### src/rtl/cache_pkg.sv
// Shared types and default widths for the cache controller and the cache array it feeds.
package cache_pkg;

  localparam int DEF_ADDR_WIDTH = 10;
  localparam int DEF_DATA_WIDTH = 16;
  localparam int DEF_STAT_WIDTH = 16;

  typedef enum logic [3:0] {
    IDLE,
    LOOKUP,
    CHECK,
    MEM_REQ,
    MEM_WAIT,
    FILL,
    WR_MEM,
    WR_CACHE,
    RESP
  } ctrl_state_t;

endpackage

### src/rtl/sat_counter.sv
// Event counter that sticks at all-ones instead of wrapping; cleared by synchronous rst.
module sat_counter #(
  parameter int STAT_WIDTH = 16
) (
  input  logic                  clk,
  input  logic                  rst,
  input  logic                  inc,
  output logic [STAT_WIDTH-1:0] count
);

  logic [STAT_WIDTH-1:0] count_d, count_q;

  always_comb begin
    count_d = count_q;
    if (inc && (count_q != '1)) begin
      count_d = count_q + STAT_WIDTH'(1);
    end
  end

  always_ff @(posedge clk) begin
    if (rst) begin
      count_q <= '0;
    end else begin
      count_q <= count_d;
    end
  end

  assign count = count_q;

endmodule

### src/rtl/cache_ctrl.sv
// Single-outstanding CPU request controller in front of a fully-associative cache:
// read allocate on miss, write-through/write-allocate. Optional hit/miss counters under CACHE_CTRL_STATS_EN.
module cache_ctrl
  import cache_pkg::*;
#(
  parameter int ADDR_WIDTH = DEF_ADDR_WIDTH,
  parameter int DATA_WIDTH = DEF_DATA_WIDTH,
  parameter int STAT_WIDTH = DEF_STAT_WIDTH
) (
  input  logic                  clk,
  input  logic                  rst,
  input  logic                  cpu_req_valid,
  output logic                  cpu_req_ready,
  input  logic                  cpu_req_we,
  input  logic [ADDR_WIDTH-1:0] cpu_req_addr,
  input  logic [DATA_WIDTH-1:0] cpu_req_wdata,
  output logic                  cpu_resp_valid,
  output logic [DATA_WIDTH-1:0] cpu_resp_data,
  output logic [ADDR_WIDTH-1:0] cache_addr,
  output logic [DATA_WIDTH-1:0] cache_wdata,
  output logic                  cache_we,
  output logic                  cache_lookup,
  input  logic                  cache_hit,
  input  logic [DATA_WIDTH-1:0] cache_rdata,
  output logic                  mem_req_valid,
  input  logic                  mem_req_ready,
  output logic                  mem_req_we,
  output logic [ADDR_WIDTH-1:0] mem_req_addr,
  output logic [DATA_WIDTH-1:0] mem_req_wdata,
  input  logic                  mem_resp_valid,
  input  logic [DATA_WIDTH-1:0] mem_resp_data
`ifdef CACHE_CTRL_STATS_EN
  ,
  output logic [STAT_WIDTH-1:0] hit_count,
  output logic [STAT_WIDTH-1:0] miss_count
`endif
);

  ctrl_state_t           state_d, state_q;
  logic [ADDR_WIDTH-1:0] addr_d, addr_q;
  logic [DATA_WIDTH-1:0] wdata_d, wdata_q;
  logic [DATA_WIDTH-1:0] resp_data_d, resp_data_q;

  // NOTE: every variable gets a default before the case so no path leaves it unassigned (no latch).
  always_comb begin
    state_d     = state_q;
    addr_d      = addr_q;
    wdata_d     = wdata_q;
    resp_data_d = resp_data_q;
    case (state_q)
      IDLE: begin
        if (cpu_req_valid) begin
          addr_d  = cpu_req_addr;
          wdata_d = cpu_req_wdata;
          state_d = cpu_req_we ? WR_MEM : LOOKUP;
        end
      end
      LOOKUP: state_d = CHECK;
      CHECK: begin
        if (cache_hit) begin
          resp_data_d = cache_rdata;
          state_d     = RESP;
        end else begin
          state_d = MEM_REQ;
        end
      end
      MEM_REQ: begin
        if (mem_req_ready) state_d = MEM_WAIT;
      end
      MEM_WAIT: begin
        // Memory data is only honoured here, so a response surviving a reset is dropped.
        if (mem_resp_valid) begin
          resp_data_d = mem_resp_data;
          state_d     = FILL;
        end
      end
      FILL: state_d = RESP;
      WR_MEM: begin
        if (mem_req_ready) begin
          resp_data_d = wdata_q;
          state_d     = WR_CACHE;
        end
      end
      WR_CACHE: state_d = RESP;
      RESP:     state_d = IDLE;
      default:  state_d = IDLE;
    endcase
  end

  // NOTE: state is updated with non-blocking assignments so all flops sample the same pre-edge values.
  always_ff @(posedge clk) begin
    if (rst) begin
      state_q     <= IDLE;
      addr_q      <= '0;
      wdata_q     <= '0;
      resp_data_q <= '0;
    end else begin
      state_q     <= state_d;
      addr_q      <= addr_d;
      wdata_q     <= wdata_d;
      resp_data_q <= resp_data_d;
    end
  end

  always_comb begin
    cpu_req_ready  = (state_q == IDLE);
    cpu_resp_valid = (state_q == RESP);
    cache_lookup   = (state_q == LOOKUP);
    cache_we       = (state_q == FILL) || (state_q == WR_CACHE);
    mem_req_valid  = (state_q == MEM_REQ) || (state_q == WR_MEM);
    mem_req_we     = (state_q == WR_MEM);
    // A fill writes the fetched word, which already sits in the response register.
    cache_wdata    = (state_q == WR_CACHE) ? wdata_q : resp_data_q;
  end

  assign cpu_resp_data = resp_data_q;
  assign cache_addr    = addr_q;
  assign mem_req_addr  = addr_q;
  assign mem_req_wdata = wdata_q;

`ifdef CACHE_CTRL_STATS_EN
  logic hit_inc, miss_inc;

  assign hit_inc  = (state_q == CHECK) && cache_hit;
  assign miss_inc = (state_q == CHECK) && !cache_hit;

  sat_counter #(.STAT_WIDTH(STAT_WIDTH)) u_hit_cnt (
    .clk   (clk),
    .rst   (rst),
    .inc   (hit_inc),
    .count (hit_count)
  );

  sat_counter #(.STAT_WIDTH(STAT_WIDTH)) u_miss_cnt (
    .clk   (clk),
    .rst   (rst),
    .inc   (miss_inc),
    .count (miss_count)
  );
`endif

endmodule

### config.mk
export PLATFORM = sky130hd
export DESIGN_NAME = cache_ctrl
export DESIGN_NICKNAME = d
export VERILOG_FILES = /design/src/rtl/cache_pkg.sv /design/src/rtl/sat_counter.sv /design/src/rtl/cache_ctrl.sv
export SDC_FILE = /design/constraint.sdc
export NUM_CORES = 1
export LEC_CHECK = 0
export CELL_PAD_IN_SITES_DETAIL_PLACEMENT = 0
export CELL_PAD_IN_SITES_GLOBAL_PLACEMENT = 1
export CORE_UTILIZATION = 24
export CTS_CLUSTER_DIAMETER = 80
export DETAILED_ROUTE_END_ITERATION = 6
export PLACE_DENSITY_LB_ADDON = 0.25
export SLEW_MARGIN = 20
export SYNTH_ARGS = -nofsm -noshare
export SYNTH_HDL_FRONTEND = slang
export SYNTH_SLANG_ARGS = --single-unit
### constraint.sdc
create_clock -name clk -period 1.45 [get_ports clk]
set_input_delay 0.29 -clock clk [delete_from_list [all_inputs] [get_ports clk]]
set_output_delay 0.29 -clock clk [all_outputs]
set_load 0.005 [all_outputs]
Word-level counts from Yosys, hierarchy flattened
Cells that the tools add are included.
W data, S select, Z words.
{ "word_totals": {"ff_bits": 46} }
{ "op_classes": {"n_eq_ne": 13, "muxes": 12, "n_reduce_logical": 8} }
{ "ops": {"columns": ["op", "n"], "rows": [
  ["$mux W16", 4],
  ["$pmux W16 S3", 1],
  ["$pmux W4 S7", 1],
  ["$mux W4", 5],
  ["$eq A4 B3 Y1 const B", 4],
  ["$ne A2 B2 Y1 const B", 5],
  ["$eq A4 B2 Y1 const B", 2],
  ["$reduce_and A4 Y1", 2],
  ["$eq A4 B1 Y1 const B", 1],
  ["$eq A4 B4 Y1 const B", 1],
  ["$logic_not A4 Y1", 1],
  ["$mux W3", 1],
  ["$reduce_bool A3 Y1", 1],
  ["$logic_or A1 B1 Y1", 2],
  ["$reduce_and A2 Y1", 1],
  ["$reduce_or A2 Y1", 1]
]} }

Longest topological paths before layout
{ "logic_depth": {"word_depth": 3, "mapped_depth": 7, "ltp_nobuf": 4} }

Least setup slack after synthesis
OpenSTA, ideal clock, no wires.
{ "synth_path": {"kind": "register to output", "start": "register state_q[2]", "end": "output port cache_wdata[10]", "arrival_time_ns": 1.320, "t_required_ns": 1.160, "slack_ns": -0.160, "stages_incl_launch_ff": 5, "path_buffers": 2, "cell_sequence": "dfxtp_1 -> buf_4 -> nand4b_2 -> buf_2 -> mux2_2"} }
{ "synth_via": {"elab_chain_cells": 2} }
{ "synth_lines": {"columns": ["item", "line", "rtl"], "rows": [
  ["start, declared", "cache_ctrl.sv:39", "ctrl_state_t state_d, state_q;"],
  ["start signal, assigned", "cache_ctrl.sv:98", "state_q <= state_d;"],
  ["$eq A4 B3 Y1", "cache_ctrl.sv:113", "cache_wdata = (state_q == WR_CACHE) ? wdata_q : resp_data_q;"],
  ["$mux W16", "cache_ctrl.sv:113", null],
  ["end, declared", "cache_ctrl.sv:20", "output logic [DATA_WIDTH-1:0] cache_wdata,"]
]} }
Every way passes these cells.

Final worst setup path
{ "layout_path": {"start": "register state_q[3]", "end": "output port cache_wdata[10]"} }
The elaborated chain is that of the path after synthesis.

==> impl_metrics.py <==
metrics = {
    "run_status": {
        "outcome": "finished, violations left",
        "violations": "negative setup slack",
    },
    "setup_path": {
        "critPathMaxFanout": 4,
        "slowest_delay_ns": 0.32,
        "end_kind": "output port",
        "timing_worst_setup_path_type": "reg2out",
        "crit_required_ns": 1.16,
        "crit_chain": "nand4b_4, clkbuf_16, buf_4, mux2_2, buf_6",
        "cp.arrival_ns": 1.60,
        "start_kind": "flip-flop",
        "crit_slowest_cell": "dfxtp_2",
    },
    "finish": {
        "fillers": 957,
        "antennaDiodeCount": 0,
        "seqCellArea_um2": 977,
        "multi_input_area_mm2": 0.00144,
        "area_growth_pct": 103,
        "layout.nets": 548,
        "drive_gt1_frac": 0.419,
    },
    "synthesis": {
        "synth_edf_count": 0,
        "yosysMostFrequentCell": "nand2_1",
        "ys_top_cells_by_area": "dfxtp_1, nand2_1, a21oi_1, mux2_2, mux2i_1",
        "yosysWarnings": 0,
        "synth_seq_cells": 46,
        "synth_ff_type": "dfxtp_1",
        "async_flop_share": 0,
        "syn_area_per_cell_um2": 8.15,
        "synth_top_area_frac": 0.384,
        "yosys.area.top_type": "dfxtp_1",
        "yosysSeqAreaShare": 0.384,
        "synth_cell_types": 35,
        "syn_area_mm2": 0.00240,
        "synth_nets": 359,
        "synthCells": 294,
        "ys_top_cells_by_count": "nand2_1, dfxtp_1, a21oi_1",
    },
    "global_route": {
        "grt_max_degree": 23,
        "grt_pass1_vias": 2538,
        "grt_pass1_wl_um": 13500,
        "overflow": 0,
        "antenna_found_initial": 0,
        "grt_usage": 0.175,
    },
    "route": {
        "num_vias": 2783,
        "wirelength_um": 9650,
        "drc_errors": 0,
        "viasPerCell": 4.51,
        "wl_per_cell_um": 15.6,
        "drt_iter0_markers": 95,
        "ant_nets": 0,
        "drtPass1Iterations": 6,
    },
    "die": {
        "start_util": 0.246,
        "die_w_um": 102,
        "coreArea_mm2": 0.00973,
        "io_pins": 139,
        "rows": 36,
        "die_y_um": 102,
        "dieArea_mm2": 0.0104,
    },
    "cts": {
        "cts_tree": "done",
        "clock_latency_ns": 0.30,
        "h-tree-depth": 2,
        "clockRootBuffer": "clkbuf_8",
        "clk_path_buf_depth": 2,
        "ctsHoldBuffers": 0,
        "cts.sinks": 46,
        "cts_buffers": 5,
        "path_clk_slew_ns": 0.08,
    },
    "timing": {
        "final.setup.tns_ns": -14.81,
        "layout_setup_ws_ns": -0.440,
        "max_freq_mhz": 529,
        "final.min_clock_period_ns": 1.89,
        "finalMaxSlewViolations": 0,
        "rsz0062_at_grt": "true",
        "finClkSkew_ns": 0.00667,
        "final_hold_viol_count": 0,
        "setup_viol": 66,
        "worst_slew_pin_slew_ns": 0.373,
        "post-route-period-util": 1.30,
        "slew_headroom": 0.751,
    },
    "power_and_ir_drop": {
        "p_per_area_mw_per_mm2": 1730,
        "leakage_uw": 0.00241,
        "peakVddDrop_v": 0.000854,
        "power_uw": 8450,
    },
    "run": {
        "cap_violations": 0,
    },
    "place": {
        "pre_cts_slack_ns": -0.441,
        "place_congestion": 0.823,
        "hpwlAfterDp_um": 6290,
        "port_buffers": 138,
    },
    "worst_hold_path": {
        "hold_class": "in2reg",
    },
}
flip-flops by register name (all words and copies together), names as in the netlist:
register / flops
cache_addr: 10
mem_req_wdata: 16
cpu_resp_data: 16
state_q: 4
metal layers:
| metal | vias to the layer above | wire length (µm) | global-route usage |
|---|---|---|---|
| met1 | 1308 | 4250 | 0.218 |
| li1 | 1384 | - | - |
| met2 | 80 | 4870 | 0.311 |
| met5 | - | 0 | 0 |
| met4 | 0 | 131 | 0.0484 |
| met3 | 11 | 407 | 0.0301 |
area by class of cell:
cell class | instances | area share
repair buffers | 215 | 0.439
well taps | 133 | 0.0341
clock inverters | 2 | 0.0123
multi-input cells | 213 | 0.295
flip-flops and latches | 46 | 0.200
clock buffers | 6 | 0.0169
inverters | 2 | 0.00154
through the flow:
step / util / hold WS (ns) / area, µm² / cells
global placement: 0.421 / 0.457 / 4090 / 568
global route: 0.501 / 0.288 / 4870 / 617
CTS: 0.468 / 0.262 / 4550 / 604
detailed placement: 0.421 / 0.464 / 4090 / 568
floorplan: - / 0.426 / 2430 / 294
finish: 0.501 / 0.270 / 4870 / 617
cell families (layout without fill, tap and decap cells):
family | after synthesis | count (layout) | synth area share
AO/OA/AOI/OAI | 70 | 70 | 0.183
XOR/XNOR | 1 | 1 | 0.00365
buffers and inverters | 35 | 225 | 0.0840
flip-flops | 46 | 46 | 0.384
multiplexers | 33 | 33 | 0.146
AND/OR/NAND/NOR | 109 | 109 | 0.199
critical path: cells and delay by family (launching register included):
family	cells	cell delay, ns
buffers and inverters	3	0.46
flip-flops	1	0.32
multiplexers	1	0.27
AND/OR/NAND/NOR	1	0.25
where the power goes:
group          leakage, µW  internal [µW]  switching, µW
clock            0.0000714            736            456
combinational      0.00194           3010           2290
sequential        0.000394           1690            265
total              0.00241           5440           3010
layout by cell type (no fill, tap or decap), types with 2 or more instances in the layout:
cell type and n:
a21oi_1 34, a21oi_2 12, and2_4 2, buf_12 7
buf_2 15, buf_4 48, buf_6 22, buf_8 3
bufinv_16 2, clkbuf_16 2, clkbuf_8 6, clkdlybuf4s50_1 63
dfxtp_1 5, dfxtp_2 39, dfxtp_4 2, dlygate4sd2_1 33
dlymetal6s2s_1 19, inv_2 2, mux2_2 13, mux2_4 3
mux2i_1 16, nand2_1 82, nand2_2 5, nor2_1 2
nor3_2 2, o211ai_1 16, o31ai_2 2
repair_timing:
action	4_1_cts	5_1_grt
endpoints found under the setup margin	120	86
pin swaps	6	10
setup buffers	25	12
gates cloned	4	1
gates resized for setup	191	66
path summary, 6_finish.rpt:
kind / startpoint / to / slack, ns / depth (start not counted)
worst min-delay path: rst / cpu_resp_data[0]$_SDFFE_PP0P_ / 0.27 / 2
worst min register to register: cache_addr[2]$_SDFFE_PP0P_ / cache_addr[2]$_SDFFE_PP0P_ / 0.46 / 2
worst max-delay path: state_q[3]$_SDFFE_PP0P_ / cache_wdata[10] / -0.44 / 5
worst max register to register: state_q[1]$_SDFFE_PP0P_ / mem_req_wdata[15]$_SDFFE_PP0P_ / -0.25 / 9
Note: power is estimated with default switching activity, not from simulation.
